==> src/rtl/menu_text_buf.sv <==
// menu_text_buf: cursor-addressed character grid with auto-clear engine and registered read port
module menu_text_buf #(
  parameter int COLS = 16,
  parameter int ROWS = 16,
  parameter int CODE_W = 7,
  parameter logic [CODE_W-1:0] FILL_CODE = '0,
  localparam int CW = $clog2(COLS),
  localparam int RW = $clog2(ROWS),
  localparam int XY_W = RW + CW
) (
  input  logic              clk,
  input  logic              rst_n,
  input  logic [XY_W-1:0]   char_xy,
  output logic [CODE_W-1:0] char_code,
  input  logic              wr_valid,
  output logic              wr_ready,
  input  logic              wr_nl,
  input  logic [CODE_W-1:0] wr_code,
  input  logic              cur_set,
  input  logic [XY_W-1:0]   cur_xy,
  input  logic              clr_start,
  output logic              busy,
  output logic [XY_W-1:0]   cursor_xy
);
  typedef enum logic {CLEAR, IDLE} state_t;
  state_t state, state_nxt;
  logic [XY_W-1:0] clr_addr, clr_nxt, cur_nxt, wa;
  logic [CODE_W-1:0] wd;
  logic we;
  logic [CODE_W-1:0] mem [ROWS*COLS];
  assign busy = state == CLEAR;
  assign wr_ready = state == IDLE && !cur_set && !clr_start;
  // {row, col} with power-of-two sizes: +1 carries col into row and wraps the grid
  always_comb begin
    state_nxt = state;
    clr_nxt = clr_addr;
    cur_nxt = cursor_xy;
    we = 1'b0;
    wa = clr_addr;
    wd = FILL_CODE;
    if (busy) begin
      we = 1'b1;
      clr_nxt = clr_addr + 1'b1;
      if (&clr_addr) begin
        state_nxt = IDLE;
        cur_nxt = '0;
      end
    end else if (clr_start) begin
      state_nxt = CLEAR;
      clr_nxt = '0;
    end else if (cur_set) begin
      cur_nxt = cur_xy;
    end else if (wr_valid) begin
      we = !wr_nl;
      wa = cursor_xy;
      wd = wr_code;
      cur_nxt = wr_nl ? {cursor_xy[XY_W-1:CW] + 1'b1, {CW{1'b0}}} : cursor_xy + 1'b1;
    end
  end
  always_ff @(posedge clk or negedge rst_n) begin
    if (!rst_n) begin
      state <= CLEAR;
      clr_addr <= '0;
      cursor_xy <= '0;
      char_code <= '0;
    end else begin
      state <= state_nxt;
      clr_addr <= clr_nxt;
      cursor_xy <= cur_nxt;
      char_code <= mem[char_xy];
    end
  end
  always_ff @(posedge clk) begin
    if (we) mem[wa] <= wd;
  end
endmodule

==> config.mk <==
export PLATFORM = sky130hd
export DESIGN_NAME = menu_text_buf
export DESIGN_NICKNAME = d
export VERILOG_FILES = /design/src/rtl/menu_text_buf.sv
export SDC_FILE = /design/constraint.sdc
export NUM_CORES = 2
export LEC_CHECK = 0
export BUFFER_PORTS_ARGS = -buffer_cell sky130_fd_sc_hd__buf_4
export CORE_AREA = 2 2 357 359
export DETAILED_ROUTE_END_ITERATION = 7
export DIE_AREA = 0 0 359 361
export PLACE_DENSITY = 0.8
export SYNTH_ARGS = -nofsm -noshare
export SYNTH_HDL_FRONTEND = slang
export SYNTH_SLANG_ARGS = --single-unit
==> constraint.sdc <==
create_clock -name clk -period 6.3 [get_ports clk]
set_clock_uncertainty 0.1 [all_clocks]
set_input_delay 0 -clock clk [delete_from_list [all_inputs] [get_ports clk]]
set_output_delay 0 -clock clk [all_outputs]
set_load 0.05 [all_outputs]
# Word level (Yosys, flattened, before mapping)
# Memory sizes are Yosys's and may differ from the RTL's. A register that Yosys moved wholly into a read port is not among the register bits.
# Cells that the tools add are included.
dict set report totals {
  reg_bits 17
  mem_bits_rw 1792
  inputBits 29
  out_inout_bits 17
  wordCells 45
  mem_count 1
}
# name depth width rd rd_ports_with_merged_regs write_ports line_no
set mem_list {}
lappend mem_list {mem 256 7 1 1 1 30} ;# logic [CODE_W-1:0] mem [ROWS*COLS];
dict set report classes {
  add_sub_neg 3
  n_eq_ne 3
  n_mux 25
  bitwise 1
  reduce_logical 9
}
# operator count
set op_table {}
lappend op_table {{$mux W8} 12}
lappend op_table {{$mux W7} 4}
lappend op_table {{$add A8 B1 Y8 const B} 2}
lappend op_table {{$mux W1} 9}
lappend op_table {{$reduce_and A8 Y1} 1}
lappend op_table {{$add A4 B1 Y4 const B} 1}
lappend op_table {{$logic_not A1 Y1} 4}
lappend op_table {{$ne A2 B2 Y1 const B} 2}
lappend op_table {{$ne A3 B3 Y1 const B} 1}
lappend op_table {{$reduce_and A3 Y1} 1}
lappend op_table {{$logic_and A1 B1 Y1} 2}
lappend op_table {{$reduce_bool A2 Y1} 1}
lappend op_table {{$not A1 Y1} 1}

# Longest topological paths before layout
dict set report depth {
  ltp_word 7
  depth_mapped 13
  depth_no_buf 7
}

# Worst setup path after synthesis
# OpenSTA, ideal clock, no wires.
dict set report synth_path {
  path_kind {reg-to-reg}
  start {reg state}
  end {mem mem[0][0] (data pin)}
  setup_time_ns 0.869
  arrival_time_ns 4.432
  required_ns 5.331
  slack_ns 0.899
  path_stages_with_launch 5
  n_path_buf 2
  synth_period_minus_slack_ns 5.401
  path_cell_list {dfrtp_1 nor4bb_1 buf_2 clkbuf_1 and2_1}
}
dict set report synth_via {
  elab_chain_len 1
}
# element line_no
set synth_lines {}
lappend synth_lines {{start: declaration} 26} ;# state_t state, state_nxt;
lappend synth_lines {{start signal: assignment} 67} ;# state <= state_nxt;
lappend synth_lines {{$mux W7} 41} ;# if (busy) begin
lappend synth_lines {{net wd[0]} 28} ;# logic [CODE_W-1:0] wd;
lappend synth_lines {{end: declaration} 30}
# The timed path passes the listed nets, and every way through them passes these cells.

# Final worst setup path
dict set report layout_path {
  start {reg state}
  end {mem mem[65][1] (enable)}
}
dict set report layout_via {
  elab_chain_len 3
  word_cells_on_any_way 4
  classes_between {mux (4)}
}
# element line_no
set layout_lines {}
lappend layout_lines {{$mux W1} 41}
lappend layout_lines {{$mux W1} 74} ;# if (we) mem[wa] <= wd;
lappend layout_lines {{$mux W1 (implied by the code)} 74}
# Several ways; a longest one is shown, not always the timed one.

==> flow_summary.ini <==
[clock_tree]
cts_buffer_depth = 3
cts_max_level = 4
root_buffer = clkbuf_16
post-cts-setup-buffers = 0
numCtsBuffers = 169
clock_latency_ps = 790
clk_pin_slew_ps = 60
clock-sinks = 1816
cts_tree = yes

[placement]
port_buffers = 45
dp_hpwl_um = 105000
gp_congestion = 0.882
post_dp_cell_area_um2 = 73200

[sta]
relSlewSlack_pct = 10.6
hold_viol = 0
fin_crit_sh_pct = 74.4
fin_crit_ps = 4680
timing.hold.ws_ps = 82.7
max_freq_mhz = 213
tns_ps = 0
grt_setup_unrepaired = no
drv_slew = 0
max_slew.worst_pin.slew_ps = 1340
setup_viol = 0

[detailed_routing]
top_layer_used = met5
first_iter_violations = 6142
drc = 0
vias = 37400
wl_met1_um = 64400
drt_pass1_iterations = 7
wl_met2_um = 83800
drtAntennaViolNets = 0
drt-total-wl_um = 182000
dr_wl_met3_um = 25500
wire_per_inst_um = 33.3
viasPerCell = 6.87

[finish]
fin_area_um2 = 79200
synthToLayoutAreaGrowth_pct = 11.1
n_fill_cell = 7900
final_nets = 3690
fin_util_pct = 63.2
multi_input_area_um2 = 15600
drive_gt1_share_pct = 20.8
seq_area_um2 = 54400
layout_commonest_cell = edfxtp_1
layout_common_cells = 1792 x edfxtp_1, 377 x mux4_2, 288 x nor2_1

[setup_path]
timing.critical_path.from_type = flip-flop
crit_arrival_ps = 5000
path_class = reg2reg
crit_fanout = 23
worstPathRequired_ps = 6610
critPathCaptureType = flip-flop

[global_route]
grt_first_pass_wirelength_um = 262000
antenna_found_initial = 3
grt_max_degree = 173
grt_pass1_vias = 37000
globalRouteOverflowTotal = 0
grt_use_total_pct = 28.1

[synthesis]
syn_inst = 3533
ys_seq_elements = 1816
synth_flop_cell = edfxtp_1
synth_top_area_share_pct = 75.4
synth_edf_count = 1792
ys_top_cells_by_area = edfxtp_1 75%, mux4_2 12%, mux2i_1 2.2%
yosysTopAreaCell = edfxtp_1
synth.yosys.warnings = 0
yosysUniqueCellTypes = 73
syn-num-nets = 3565
mappedNetlistArea_um2 = 71300
avgSynthCellArea_um2 = 20.2
synth_async_sr_flop_share_pct = 1.32
ys_seq_area_share_pct = 76.3

[power_and_ir_drop]
powerDensity_nw_per_um2 = 324
p_leak_uw = 0.0277
total_power_uw = 25600
ir_drop_mv = 0.343

[run_status]
status = complete, no violations

[floorplan]
start_util_pct = 56.9
core-area_um2 = 125000
chipHeight_um = 361
rows = 130
io_pins = 46
die_width_um = 359
die_area_um2 = 130000

[job]
max_cap_viol_count = 0

[hold_path]
hold_class = in2reg
==> path summary, 6_finish.rpt <==
check	slack, ps	cells after the start	endpoint	startpoint
min in group asynchronous	120	4	cursor_xy[2]$_DFFE_PN0P_	rst_n
worst max register to register	1620	6	mem[65][1]$_DFFE_PP_	state$_DFF_PN0_
worst min register to register	470	1	clr_addr[5]$_DFFE_PN0P_	clr_addr[5]$_DFFE_PN0P_
worst max-delay path	1620	6	mem[65][1]$_DFFE_PP_	state$_DFF_PN0_
max in group asynchronous	5780	4	char_code[0]$_DFF_PN0_	rst_n
worst min-delay path	80	5	clr_addr[0]$_DFFE_PN0P_	clr_start
==> metal layers <==
layer	track usage, %	vias up
met5	0	-
met4	11.5	6
met3	8.32	468
met2	42.6	3111
met1	38.6	19000
li1	-	14900
==> Yosys cell counts, types with 4 or more instances <==
library cell  instances
mux2_2               30
edfxtp_1           1792
nand2_1             101
or4_1                 5
buf_4                25
nor3_1               25
xor2_1                4
o22ai_1              87
nand3_1              32
inv_1                 5
mux4_2              377
o32ai_1               6
buf_1                 9
o21ai_1              17
mux2i_1             157
clkbuf_1             90
a211oi_1             14
and2_1               20
dfrtp_1              24
o221ai_1             51
or3_1                 7
o21ai_0              31
buf_8                 8
buf_2                46
nor2_1              288
a2111oi_2             4
a2111oi_0             5
a22oi_1              36
a21oi_1              61
nand2b_1             21
nor4_1                9
a22o_1               12
o31ai_1              14
buf_6                30
or4b_1                4
nor2b_1              12
a211o_1               7
or2_2                 4
nand3b_1             10
==> sequential cells by signal, summed over array words and instances, names as in the netlist <==
register and flops:
clr_addr 8, cursor_xy 8, state 1, char_code 7
mem 1792
==> metrics by stage <==
stage          worst slack [ps]  std cells
4_1_cts                    1760       5451
3_5_place_dp               1800       5086
6_report                   1620       5453
5_1_grt                    1420       5451
3_3_place_gp               1790       5086
2_1_floorplan               899       3533
==> cells by family after synthesis <==
logic type	synth area share [%]
compound gates	3.63
xor+xnor	0.0614
mux	14.7
buf+inv	1.85
flops	76.3
simple gates	3.45
fa+ha+maj	0.0526
==> critical path: stages (launching register included) <==
cell and delay, ps:
dfrtp_1 810, nor4bb_4 840, buf_4 410, nand3b_1 100, o21ai_0 320, nand2_1 850
nor2_1 840
==> power by group <==
part | internal (uW) | switching [uW] | total [uW]
Sequential | 13300 | 126 | 13400
Combinational | 534 | 1500 | 2030
Clock | 5740 | 4460 | 10200
==> repair_timing <==
item / CTS / global route
hold endpoints to repair: 561 / 0
resized for setup: 0 / 0
hold buffers: 51 / 0
==> layout make-up <==
type | count | area share [%]
Sequential cell | 1816 | 68.7
Multi-Input combinational cell | 1499 | 19.7
Clock buffer | 213 | 5.66
Tap cell | 1650 | 2.61
Timing Repair Buffer | 166 | 2.00
Clock inverter | 101 | 1.28
Inverter | 6 | 0.0284
Antenna cell | 2 | 0.00632
(Power assumes the default switching activity.)
